--- src/rtl/failure_counter_pkg.sv ---
// Shared definitions for the failure counter: FSM encoding, default
// parameter values and the timer sizing helper.
package failure_counter_pkg;

  typedef enum logic [1:0] {
    ST_IDLE   = 2'd0,
    ST_SETTLE = 2'd1,
    ST_COUNT  = 2'd2,
    ST_DONE   = 2'd3
  } fc_state_t;

  localparam int unsigned FC_CNT_W_DEF         = 16;
  localparam int unsigned FC_SETTLE_CYCLES_DEF = 16;
  localparam int unsigned FC_WINDOW_CYCLES_DEF = 8192;

  // One spare bit above clog2 of the longer phase so the timer never wraps.
  function automatic int unsigned fc_timer_width(input int unsigned settle,
                                                 input int unsigned window);
    int unsigned longest;
    longest = (settle > window) ? settle : window;
    return $clog2(longest) + 1;
  endfunction

endpackage

--- src/rtl/sat_event_counter.sv ---
// Per-channel path: two-flop synchronizer, rising-edge detect and a
// saturating event counter with a sticky saturation flag.
module sat_event_counter
  import failure_counter_pkg::*;
#(
  parameter int unsigned CNT_W = FC_CNT_W_DEF
) (
  input  logic             clk,
  input  logic             reset_n,
  input  logic             i_err,
  input  logic             i_clear,
  input  logic             i_count_en,
  output logic [CNT_W-1:0] o_count,
  output logic             o_sat
);

  logic             r_sync1;
  logic             r_sync2;
  logic             r_prev;
  logic [CNT_W-1:0] r_count;
  logic             r_sat;
  logic             w_event;
  logic [CNT_W-1:0] w_count_inc;

  always_ff @(posedge clk or negedge reset_n) begin
    if (!reset_n) begin
      r_sync1 <= 1'b0;
      r_sync2 <= 1'b0;
      r_prev  <= 1'b0;
    end else begin
      r_sync1 <= i_err;
      r_sync2 <= r_sync1;
      r_prev  <= r_sync2;
    end
  end

  assign w_event     = r_sync2 & ~r_prev;
  assign w_count_inc = r_count + 1'b1;

  // Saturation is flagged on the edge that lands on all-ones; the flag then
  // blocks further increments so the counter cannot wrap.
  always_ff @(posedge clk or negedge reset_n) begin
    if (!reset_n) begin
      r_count <= '0;
      r_sat   <= 1'b0;
    end else if (i_clear) begin
      r_count <= '0;
      r_sat   <= 1'b0;
    end else if (i_count_en && w_event && !r_sat) begin
      r_count <= w_count_inc;
      r_sat   <= &w_count_inc;
    end
  end

  assign o_count = r_count;
  assign o_sat   = r_sat;

endmodule

--- src/rtl/failure_counter.sv ---
// Measurement controller: settle, then count error events on two channels
// over a fixed window, and hold the results until the next start.
module failure_counter
  import failure_counter_pkg::*;
#(
  parameter int unsigned CNT_W         = FC_CNT_W_DEF,
  parameter int unsigned SETTLE_CYCLES = FC_SETTLE_CYCLES_DEF,
  parameter int unsigned WINDOW_CYCLES = FC_WINDOW_CYCLES_DEF
) (
  input  logic             clk,
  input  logic             reset_n,
  input  logic             start,
  input  logic             error_1,
  input  logic             error_2,
  output logic             busy,
  output logic             done,
  output logic [CNT_W-1:0] fail_count_1,
  output logic [CNT_W-1:0] fail_count_2,
  output logic             sat_1,
  output logic             sat_2,
  output logic             any_fail
);

  localparam int unsigned TMR_W = fc_timer_width(SETTLE_CYCLES, WINDOW_CYCLES);
  localparam logic [TMR_W-1:0] SETTLE_LAST =
    TMR_W'((SETTLE_CYCLES == 0) ? 0 : SETTLE_CYCLES - 1);
  localparam logic [TMR_W-1:0] WINDOW_LAST =
    TMR_W'((WINDOW_CYCLES == 0) ? 0 : WINDOW_CYCLES - 1);
  localparam fc_state_t ENTRY_STATE = (SETTLE_CYCLES == 0) ? ST_COUNT : ST_SETTLE;

  fc_state_t        r_state;
  fc_state_t        w_state_nxt;
  logic [TMR_W-1:0] r_timer;
  logic [TMR_W-1:0] w_timer_nxt;
  logic             w_clear;
  logic             w_count_en;

  always_ff @(posedge clk or negedge reset_n) begin
    if (!reset_n) begin
      r_state <= ST_IDLE;
      r_timer <= '0;
    end else begin
      r_state <= w_state_nxt;
      r_timer <= w_timer_nxt;
    end
  end

  // Start is honoured in every state, so it is handled ahead of the case.
  always_comb begin
    w_state_nxt = r_state;
    w_timer_nxt = r_timer;
    w_clear     = 1'b0;
    if (start) begin
      w_state_nxt = ENTRY_STATE;
      w_timer_nxt = '0;
      w_clear     = 1'b1;
    end else begin
      unique case (r_state)
        ST_IDLE: ;
        ST_SETTLE: begin
          if (r_timer == SETTLE_LAST) begin
            w_state_nxt = ST_COUNT;
            w_timer_nxt = '0;
          end else begin
            w_timer_nxt = r_timer + 1'b1;
          end
        end
        ST_COUNT: begin
          if (r_timer == WINDOW_LAST) begin
            w_state_nxt = ST_DONE;
            w_timer_nxt = '0;
          end else begin
            w_timer_nxt = r_timer + 1'b1;
          end
        end
        ST_DONE: ;
        default: begin
          w_state_nxt = ST_IDLE;
          w_timer_nxt = '0;
        end
      endcase
    end
  end

  assign w_count_en = (r_state == ST_COUNT);

  sat_event_counter #(.CNT_W(CNT_W)) u_chan_1 (
    .clk        (clk),
    .reset_n    (reset_n),
    .i_err      (error_1),
    .i_clear    (w_clear),
    .i_count_en (w_count_en),
    .o_count    (fail_count_1),
    .o_sat      (sat_1)
  );

  sat_event_counter #(.CNT_W(CNT_W)) u_chan_2 (
    .clk        (clk),
    .reset_n    (reset_n),
    .i_err      (error_2),
    .i_clear    (w_clear),
    .i_count_en (w_count_en),
    .o_count    (fail_count_2),
    .o_sat      (sat_2)
  );

  assign busy     = (r_state == ST_SETTLE) || (r_state == ST_COUNT);
  assign done     = (r_state == ST_DONE);
  assign any_fail = (|fail_count_1) || (|fail_count_2);

endmodule

--- config.mk ---
export PLATFORM = sky130hd
export DESIGN_NAME = failure_counter
export DESIGN_NICKNAME = d
export VERILOG_FILES = /design/src/rtl/failure_counter_pkg.sv /design/src/rtl/sat_event_counter.sv /design/src/rtl/failure_counter.sv
export SDC_FILE = /design/constraint.sdc
export NUM_CORES = 1
export LEC_CHECK = 0
export CAP_MARGIN = 20
export CELL_PAD_IN_SITES_DETAIL_PLACEMENT = 0
export CELL_PAD_IN_SITES_GLOBAL_PLACEMENT = 2
export CORE_MARGIN = 4
export CORE_UTILIZATION = 38
export CTS_BUF_LIST = sky130_fd_sc_hd__clkbuf_2
export CTS_CLUSTER_SIZE = 16
export DETAILED_ROUTE_END_ITERATION = 7
export HOLD_SLACK_MARGIN = 0.12
export PLACE_DENSITY_LB_ADDON = 0.1
export SETUP_SLACK_MARGIN = 0.02
export SYNTH_ARGS = -nofsm -noshare
export SYNTH_HDL_FRONTEND = slang
export SYNTH_SLANG_ARGS = --single-unit
--- constraint.sdc ---
create_clock -name clk -period 3.3 [get_ports clk]
set_clock_uncertainty 0.15 [all_clocks]
set_input_delay 0.495 -clock clk [delete_from_list [all_inputs] [get_ports clk]]
set_output_delay 0.495 -clock clk [all_outputs]
set_load 0.03 [all_outputs]
==> results of run 1 <==
power by group:
part	switching (mW)	leakage, nW	internal [mW]
clock network	0.221	0.0430	0.130
logic	0.0513	0.774	0.0310
registers	0.0119	0.760	0.700
total	0.284	1.58	0.861
kinds of logic after synthesis:
family          count (synthesis)  synth area share
fa+ha+maj                      10            0.0382
xor+xnor                       45             0.120
flops                          56             0.428
buf+inv                        31            0.0394
compound gates                 37            0.0857
simple gates                  177             0.285
mux                             1           0.00344
cell usage in the layout (no fill, tap or decap), drive strengths merged, types with 3 or more instances in the layout:
cell	netlist	routed
a21o	3	3
a21oi	12	12
a31oi	3	3
and2	3	3
and3	7	7
buf	6	9
clkbuf	13	6
clkdlybuf4s50	0	39
dfrtp	56	56
ha	10	10
inv	12	12
nand2	25	25
nand2b	8	8
nand3	20	20
nand3b	3	3
nand4	21	21
nand4b	4	4
nor2	48	48
nor3	9	9
nor4	12	12
o31ai	4	4
or2	3	3
or3	5	5
or4	5	5
xnor2	16	16
xor2	29	29
area by class of cell:
class,count,share of cell area
Tap cell,105,0.0340
Inverter,12,0.0117
Multi-Input combinational cell,270,0.451
Clock buffer,6,0.00778
Timing Repair Buffer,50,0.123
Sequential cell,56,0.363
Clock inverter,2,0.00908
through the flow:
step / power [mW] / hold WS (ps) / util / std cells / instance area, sq um
floorplan: 0.769 / 49.4 / - / 357 / 3270
global placement: 0.807 / 187 / 0.456 / 492 / 3780
detailed placement: 0.807 / 189 / 0.456 / 492 / 3780
CTS: 1.17 / 220 / 0.465 / 501 / 3860
global route: 1.21 / 239 / 0.465 / 501 / 3860
finish: 1.15 / 240 / 0.465 / 501 / 3860
registers in the layout, summed over array words and instances (netlist names), 2 cells and up:
signal and count:
r_timer 14, u_chan_2.o_count 16, u_chan_1.o_count 16, r_state 2
layer usage:
metal / vias to the layer above / global-route usage / share of wire
li1: 1335 / - / -
met1: 1307 / 0.251 / 0.50
met2: 61 / 0.273 / 0.45
met3: 6 / 0.0311 / 0.040
met4: 0 / 0.0342 / 0.0077
met5: - / 0 / 0
path summary, 6_finish.rpt:
path	end	slack [ps]	start
setup / recovery	any_fail	280	u_chan_2.o_count[11]
hold / removal	u_chan_1.r_sync2	240	u_chan_1.r_sync1
setup reg to reg	u_chan_2.o_count[15]	750	r_state[0]
hold reg to reg	u_chan_1.r_sync2	240	u_chan_1.r_sync1
max in group asynchronous	u_chan_1.o_count[13]	1800	reset_n
min in group asynchronous	r_state[1]	310	reset_n
worst register-to-register path, stage by stage (launching register included):
cell	delay, ps
dfrtp_1	480
inv_1	90
ha_1	280
nor4bb_1	300
buf_4	210
nand4_1	360
nor4_1	350
xnor2_1	160
nor2_1	50
timing repair:
action / CTS / global route
endpoints found under the hold margin: 18 / 0
gates resized for setup: 1 / 0
hold buffers: 1 / 0
endpoints found under the setup margin: 1 / 0
==> results.cfg, run 1 <==
[synth]
synth_cell_types = 46
synth-warning-count = 0
synth.cell_area_sq_mm = 0.00327
post_synth_main_area_contributors = dfrtp_1 (43%), xor2_1 (7.8%), nor2_1 (5.5%)
share_of_the_synthesized_area_in_the_top_cell_type = 0.428
synth-seq-cells = 56
yosys_most_used_dff = dfrtp_1
synthesis.instances = 357
post_synth.cell_area_avg_sq_um = 9.16
synthDominantAreaCellType = dfrtp_1
synth_most_common_cell = dfrtp_1
seq_area_frac_synth = 0.428
synth-async-reset-ratio = 1.00
mappedNetlistNets = 372
synth.top_cells.by_count = dfrtp_1 (56), nor2_1 (48), xor2_1 (29)
synth_enable_flop_cells = 0

[cts]
root_buffer_selected_by_cts = clkbuf_2
cts_htree_levels = 2
cts_tree = built
worst_setup_hold_path_clk_slew_ps = 290
cts_setup_buffers = 0
max-clock-path-buffers = 2
cts_num_sinks = 56
clk_latency_ps = 450
cts_buffers = 5

[sta]
timing.final.crit_period_ps = 3020
timing.final.max_slew_violations = 0
setup_viol_count_final = 0
fin_setup_tns_ps = 0
worstMarginPinSlew_ps = 523
fmax_ghz = 0.331
timing.final.crit_share = 0.916
slew_headroom = 0.649
rsz0062_at_grt = false
timing_hold_violations_final = 0
fin_ws_ps = 276

[final_layout]
area_growth_syn_to_layout_pct = 17.9
diodes = 0
layout.area.seq_sq_mm = 0.00140
nets = 410
multi_input_area_sq_mm = 0.00174
num-fill-cells = 797
final_layout_size_suffix_gt1_frac = 0.0657

[routing]
route.final.wire_length_mm = 8.40
num_vias = 2709
post-route-drc-count = 0
drt-initial-drc-count = 99
dr.pass1.iters = 4
post_drt_wl_per_cell_um = 16.8
vias_per_std_cell = 5.41
drt.antenna.violating_nets = 0

[setup_path]
cp_data_arrival_time_ps = 2380
worst-path-max-fanout = 9
cpPeakStageDelay_ps = 530
kind_of_start_point_of_the_critical_path = register
timing.critical_path.slowest_stage_cell = dfrtp_1
worstSetupPathType = reg -> out
critPathRequiredTime_ps = 2650
cells_along_the_critical_path = or4_1 > nor4_1 > nand4_1 > dlygate4sd2_1
critPathBufInv = 1
worstRegToRegCells = 8
path_delay_family = simple AND/OR/NAND/NOR gates
path_depth = 4
worst_setup_path_end_kind = output port

[place]
pre_cts_ws_ps = 544
buffer_ports.inserted = 41
gpl.final_weighted_congestion = 0.804
place.detailed.hpwl_mm = 5.97

[die]
die_h_um = 101
floorplan.die_area_sq_mm = 0.0102
fp.coreArea_sq_mm = 0.00830
fp.dieW_um = 101
initial_core_utilization = 0.394
fp-row-count = 33
boundaryPins = 42

[grt]
grt_util_all_layers = 0.174
global_route.overflow_total = 0
wire_length_of_the_first_global_routing_pass_mm = 14.2
grt_antenna_before_repair = 0
first_global_vias = 2701
grt_start_max_net_pins = 39

[run_status]
outcome = complete, no violations

[power]
leakagePower_nw = 1.58
vdd_drop_max_v = 0.000158
pwr_density_cell_mw_per_mm2 = 297

[run]
cap_violations = 0

[worst_hold_path]
holdCritPathClass = reg -> reg
hold-path-cell-count = 0
Note: power is estimated with default switching activity, not from simulation.
==> inputs of run 2 (changes only) <==
- CAP_MARGIN: 20 -> 30
- TNS_END_PERCENT: unset -> 1
==> results of run 2 <==
No change in the layout: final DEF, timing and power equal those of run 1.
